<file path="src/rtl/button_conditioner.sv">
// Button front end: synchronise, debounce, press pulse and autorepeat.
// Feeds the settings-menu and game FSM `buttons` inputs.
module button_conditioner #(
    parameter int                   N_BTN           = 8,
    parameter int                   DEBOUNCE_CYCLES = 250000,
    parameter int                   REPEAT_DELAY    = 25000000,
    parameter int                   REPEAT_RATE     = 5000000,
    parameter logic [N_BTN-1:0]     REPEAT_MASK     = 8'h0F
) (
    input  logic             clk,
    input  logic             rst,
    input  logic             en,
    input  logic [N_BTN-1:0] btn_raw,
    output logic [N_BTN-1:0] btn_level,
    output logic [N_BTN-1:0] btn_pulse,
    output logic             any_press
);

    localparam int DW = (DEBOUNCE_CYCLES > 1) ? $clog2(DEBOUNCE_CYCLES) : 1;
    localparam int HMAX = (REPEAT_DELAY > REPEAT_RATE) ? REPEAT_DELAY : REPEAT_RATE;
    localparam int HW = (HMAX > 1) ? $clog2(HMAX) : 1;

    localparam logic [DW-1:0] DB_LAST = DW'(DEBOUNCE_CYCLES - 1);
    localparam logic [HW-1:0] RD_LAST = HW'(REPEAT_DELAY - 1);
    localparam logic [HW-1:0] RR_LAST = HW'(REPEAT_RATE - 1);

    typedef enum logic [1:0] {
        IDLE,
        DELAY,
        REPEAT
    } rpt_state_e;

    logic [N_BTN-1:0] sync1_q;
    logic [N_BTN-1:0] sync2_q;
    logic [N_BTN-1:0] level_q;
    logic [N_BTN-1:0] level_d;
    logic [N_BTN-1:0] pulse_q;
    logic [N_BTN-1:0] pulse_d;
    logic [N_BTN-1:0] ev;
    logic             any_q;

    logic [DW-1:0] dcnt_q [N_BTN];
    logic [DW-1:0] dcnt_d [N_BTN];
    logic [HW-1:0] hc_q   [N_BTN];
    logic [HW-1:0] hc_d   [N_BTN];
    rpt_state_e    st_q   [N_BTN];
    rpt_state_e    st_d   [N_BTN];

    always_comb begin
        level_d = level_q;
        ev      = '0;
        for (int i = 0; i < N_BTN; i++) begin
            dcnt_d[i] = dcnt_q[i];
            hc_d[i]   = hc_q[i];
            st_d[i]   = st_q[i];

            if (sync2_q[i] == level_q[i]) begin
                dcnt_d[i] = '0;
            end else if (dcnt_q[i] == DB_LAST) begin
                level_d[i] = sync2_q[i];
                dcnt_d[i]  = '0;
            end else begin
                dcnt_d[i] = dcnt_q[i] + DW'(1);
            end

            ev[i] = level_d[i] & ~level_q[i];

            // A falling level wins over a repeat that lands on the same edge.
            if (REPEAT_MASK[i]) begin
                if (level_q[i] && !level_d[i]) begin
                    st_d[i] = IDLE;
                    hc_d[i] = '0;
                end else begin
                    case (st_q[i])
                        IDLE: begin
                            if (ev[i]) begin
                                st_d[i] = DELAY;
                                hc_d[i] = '0;
                            end
                        end
                        DELAY: begin
                            if (hc_q[i] == RD_LAST) begin
                                ev[i]   = 1'b1;
                                hc_d[i] = '0;
                                st_d[i] = REPEAT;
                            end else begin
                                hc_d[i] = hc_q[i] + HW'(1);
                            end
                        end
                        REPEAT: begin
                            if (hc_q[i] == RR_LAST) begin
                                ev[i]   = 1'b1;
                                hc_d[i] = '0;
                            end else begin
                                hc_d[i] = hc_q[i] + HW'(1);
                            end
                        end
                        default: begin
                            st_d[i] = IDLE;
                            hc_d[i] = '0;
                        end
                    endcase
                end
            end
        end
        pulse_d = en ? ev : '0;
    end

    always_ff @(posedge clk or negedge rst) begin
        if (!rst) begin
            sync1_q <= '0;
            sync2_q <= '0;
            level_q <= '0;
            pulse_q <= '0;
            any_q   <= 1'b0;
            for (int i = 0; i < N_BTN; i++) begin
                dcnt_q[i] <= '0;
                hc_q[i]   <= '0;
                st_q[i]   <= IDLE;
            end
        end else begin
            sync1_q <= btn_raw;
            sync2_q <= sync1_q;
            level_q <= level_d;
            pulse_q <= pulse_d;
            any_q   <= |pulse_d;
            for (int i = 0; i < N_BTN; i++) begin
                dcnt_q[i] <= dcnt_d[i];
                hc_q[i]   <= hc_d[i];
                st_q[i]   <= st_d[i];
            end
        end
    end

    assign btn_level = level_q;
    assign btn_pulse = pulse_q;
    assign any_press = any_q;

endmodule

</file>
<file path="config.mk">
export PLATFORM = sky130hd
export DESIGN_NAME = button_conditioner
export DESIGN_NICKNAME = d
export VERILOG_FILES = /design/src/rtl/button_conditioner.sv
export SDC_FILE = /design/constraint.sdc
export NUM_CORES = 1
export LEC_CHECK = 0
export ABC_AREA = 0
export BUFFER_PORTS_ARGS = -buffer_cell sky130_fd_sc_hd__buf_2
export CORE_UTILIZATION = 40
export DETAILED_ROUTE_END_ITERATION = 10
export GPL_TIMING_DRIVEN = 0
export SETUP_SLACK_MARGIN = 0.2
export SYNTH_ARGS = -nofsm -noshare
export SYNTH_HDL_FRONTEND = slang
export SYNTH_SLANG_ARGS = --single-unit
</file>
<file path="constraint.sdc">
create_clock -name clk -period 6.4 [get_ports clk]
set_input_delay 0.32 -clock clk [delete_from_list [all_inputs] [get_ports clk]]
set_output_delay 0.32 -clock clk [all_outputs]
set_load 0.05 [all_outputs]
</file>
==> out/qor.json <==
{
  "hold_violations": 0,
  "drt_drc_violations_left": 0,
  "post_cts.resized_instances": 0,
  "area_growth_syn_to_layout_pct": 14.5,
  "setup.worst_path.class": "flip-flop to flip-flop",
  "initial_antenna_violation_count": 0,
  "crit_path_cell_trace": "ha_1, and3_1, nand4_1, nor4b_1, and3_1, mux2i_1, inv_1, ha_1, nand2_1, nand4_1, or3_1, nor3_1, xnor2_1, nor2_1",
  "synth-main-ff-cell": "sky130_fd_sc_hd__dfrtp_1",
  "postLayoutCellArea_um2": 16000,
  "wirelength_mm": 26.7,
  "htreeDepth": 2,
  "routedWlPerCell_um": 13.5,
  "finalPower_mw": 3.87,
  "static-leakage-power_nw": 7.07,
  "drive_gt1_share_pct": 8.27,
  "powerDensity_nw_per_um2": 241,
  "power.sequential.fraction_pct": 47.4,
  "worstPathRequired_ns": 6.81,
  "ys_warn_count": 0,
  "cts_tree": "done",
  "sequential_fraction_of_the_synthesis_area_pct": 50.9,
  "max-vdd-ir-drop_mv": 0.170,
  "critPathSlowestCell": "sky130_fd_sc_hd__or3_1",
  "critPathBufInv": 1,
  "synth.top_cells.by_count": "285 x sky130_fd_sc_hd__dfrtp_1, 273 x sky130_fd_sc_hd__nor2_1, 123 x sky130_fd_sc_hd__nand2_1",
  "number_of_synthesized_flops_with_an_enable_pin": 0,
  "synth.area.top_cells": "sky130_fd_sc_hd__dfrtp_1 51%, sky130_fd_sc_hd__nor2_1 7.3%, sky130_fd_sc_hd__xor2_1 7.3%",
  "drt_via_density": 5.11,
  "post-synth-top-area-cell": "sky130_fd_sc_hd__dfrtp_1",
  "placedCellCount": 1909,
  "buffer_cell_driving_the_clock_tree_root": "sky130_fd_sc_hd__clkbuf_16",
  "largest_net_degree_at_the_start_of_global_routing": 120,
  "timing.critical_path.from_type": "flip-flop",
  "grt_pass1_vias": 10100,
  "timing.final.crit_share_pct": 61.3,
  "core-area_um2": 34500,
  "netlist_instances": 1425,
  "final_nets": 1544,
  "max_slew.worst_pin.slew_ns": 0.778,
  "drtPass1Iterations": 4,
  "grt_first_pass_wirelength_mm": 47.1,
  "floorplan.rows": 68,
  "synth_async_sr_flop_share_pct": 100,
  "synth_nets": 1470,
  "clock_skew_ns": 0.0323,
  "outcome": "complete, no violations",
  "cp.arrival_ns": 4.33,
  "setup.worst_path.end_class": "flip-flop",
  "cap_viol_max_count": 0,
  "cts-root-to-sink-buffers": 3,
  "path_clk_slew_ns": 0.06,
  "timing.max_slew.rel_slack_pct": 47.6,
  "dpl-instance-area_um2": 14800,
  "slew_viol_final": 0,
  "nFillCells": 3276,
  "timing.critical_path.slowest_cell_delay_ns": 0.50,
  "reg2reg_setup_slack_ns": 2.48,
  "gp_routability_congestion": 0.798,
  "io-pin-count": 28,
  "first_iter_violations": 453,
  "post_synth.cell_area_avg_um2": 9.84,
  "vias": 10100,
  "finish.cell_count_without_fillers": 1978,
  "crit_path_max_fanout": 10,
  "unrepaired_setup_endpoints_after_global_routing": "no",
  "number_of_nets_still_failing_antenna_checks_after_routing": 0,
  "die_w_um": 189,
  "intPower_mw": 3.03,
  "synth.lib_cells_used.distinct": 61,
  "multi_input_area_um2": 6610,
  "net-switching-power_uw": 840,
  "timing.critical_path.max_delay_family": "simple AND/OR/NAND/NOR gates",
  "floorplan.die.height_um": 189,
  "design.die.area_um2": 35800,
  "timing.final.crit_period_ns": 3.92,
  "pwr-share-comb_pct": 2.3,
  "post-synth-top-count-cell": "sky130_fd_sc_hd__dfrtp_1",
  "tritoncts.num_buffers": 34,
  "clk_latency_ns": 0.52,
  "grt_overflow": 0,
  "ys_ff_latch": 285,
  "place_hpwl_mm": 18.2,
  "fmaxAchievable_mhz": 255,
  "start_util_pct": 40.6,
  "buffer_ports.inserted": 26,
  "clock_sink_count": 285,
  "register_area_um2": 7130,
  "hold_slack_ns": 0.346,
  "swShare_pct": 21.7,
  "syn-cell-area_um2": 14000,
  "timing.final.setup_violations": 0,
  "synth.top_cell.area_share_pct": 50.9,
  "share_clk_of_total_power_pct": 50.3,
  "min-delay-path-class": "primary input to flip-flop",
  "num_antenna_cells": 0,
  "all_layer_global_routing_usage_pct": 15.6
}
-- worst register-to-register path: stages (launching register included) --
cell                      delay, ns
sky130_fd_sc_hd__dfrtp_1       0.39
sky130_fd_sc_hd__ha_1          0.19
sky130_fd_sc_hd__and3_1        0.24
sky130_fd_sc_hd__nand4_1       0.11
sky130_fd_sc_hd__nor4b_1       0.29
sky130_fd_sc_hd__and3_1        0.25
sky130_fd_sc_hd__mux2i_1       0.26
sky130_fd_sc_hd__inv_1         0.10
sky130_fd_sc_hd__ha_1          0.37
sky130_fd_sc_hd__nand2_1       0.32
sky130_fd_sc_hd__nand4_1       0.31
sky130_fd_sc_hd__or3_1         0.50
sky130_fd_sc_hd__nor3_1        0.26
sky130_fd_sc_hd__xnor2_1       0.15
sky130_fd_sc_hd__nor2_1        0.06
-- power groups by stage --
stage	clock (mW)	combinational, mW	sequential, mW
2_1_floorplan	0	0.0331	1.86
3_3_place_gp	0	0.0815	1.87
3_5_place_dp	0	0.0896	1.87
4_1_cts	2.01	0.0945	1.83
5_1_grt	2.09	0.107	1.84
6_report	1.94	0.0891	1.83
-- final timing paths --
| check | end | cells after the start | from |
|---|---|---|---|
| setup / recovery | hc_q[146]$_DFFE_PN0P_ | 14 | dcnt_q[90]$_DFF_PN0_ |
| hold / removal | btn_pulse[6]$_DFF_PN0_ | 3 | en |
| setup reg to reg | hc_q[146]$_DFFE_PN0P_ | 14 | dcnt_q[90]$_DFF_PN0_ |
| hold reg to reg | sync2_q[3]$_DFF_PN0_ | 0 | sync1_q[3]$_DFF_PN0_ |
| max in group asynchronous | hc_q[162]$_DFFE_PN0P_ | 5 | rst |
| min in group asynchronous | hc_q[185]$_DFFE_PN0P_ | 3 | rst |
-- cell type report --
type	instances	share of cell area, %
multi-input combinational	1075	41.2
tap	455	3.55
sequential	285	44.4
clock inverter	17	1.25
inverter	40	0.936
buffer	25	0.780
clock buffer	43	5.90
timing repair buffer	38	1.95
-- stage by stage --
stage                     utilization [%]  setup TNS [ns]  setup WS, ns
after global placement               42.6         -102.91        -0.397
after floorplan                         -               0          3.13
after global routing                 46.5               0          2.19
after detailed placement             42.9               0          2.51
after CTS                            46.5               0          2.45
final                                46.5               0          2.48
-- what timing repair did --
item	4_1_cts	5_1_grt
setup buffers	0	0
hold buffers	9	0
hold endpoints to repair	126	0
-- cell families (layout without fill, tap and decap cells) --
| kind of cell | Yosys count | in the layout | synth area share, % |
|---|---|---|---|
| compound gates | 85 | 85 | 4.33 |
| fa+ha+maj | 34 | 34 | 3.03 |
| buf+inv | 65 | 163 | 1.96 |
| mux | 14 | 14 | 1.08 |
| simple gates | 738 | 738 | 26.0 |
| xor+xnor | 204 | 204 | 12.7 |
| flops | 285 | 285 | 50.9 |
-- routing by layer --
metal | vias to the layer above | wire (um) | global-route usage, %
met5 | - | 0 | 0
met4 | 0 | 435 | 4.06
met3 | 36 | 827 | 2.56
met2 | 107 | 12500 | 26.0
met1 | 4937 | 12900 | 20.9
li1 | 5037 | - | -
-- layout by cell type (no fill, tap or decap), drive strengths merged, types with 12 or more instances in the layout --
| master | synthesis | layout |
|---|---|---|
| xnor2 | 87 | 87 |
| nor3 | 31 | 31 |
| clkbuf | 11 | 54 |
| nor2 | 275 | 275 |
| a21oi | 15 | 15 |
| ha | 34 | 34 |
| nand2 | 123 | 123 |
| dfrtp | 285 | 285 |
| nand4 | 60 | 60 |
| o21ai | 25 | 25 |
| nor4b | 12 | 12 |
| nand3 | 90 | 90 |
| buf | 14 | 43 |
| nor4 | 23 | 23 |
| and4 | 16 | 16 |
| xor2 | 117 | 117 |
| inv | 40 | 42 |
| and3 | 36 | 36 |
-- flip-flops by register name (all words and copies together), names as in the netlist --
signal	cells
any_press	1
btn_level	8
btn_pulse	8
dcnt_q	144
hc_q	100
st_q	8
sync1_q	8
sync2_q	8
(Power assumes the default switching activity.)
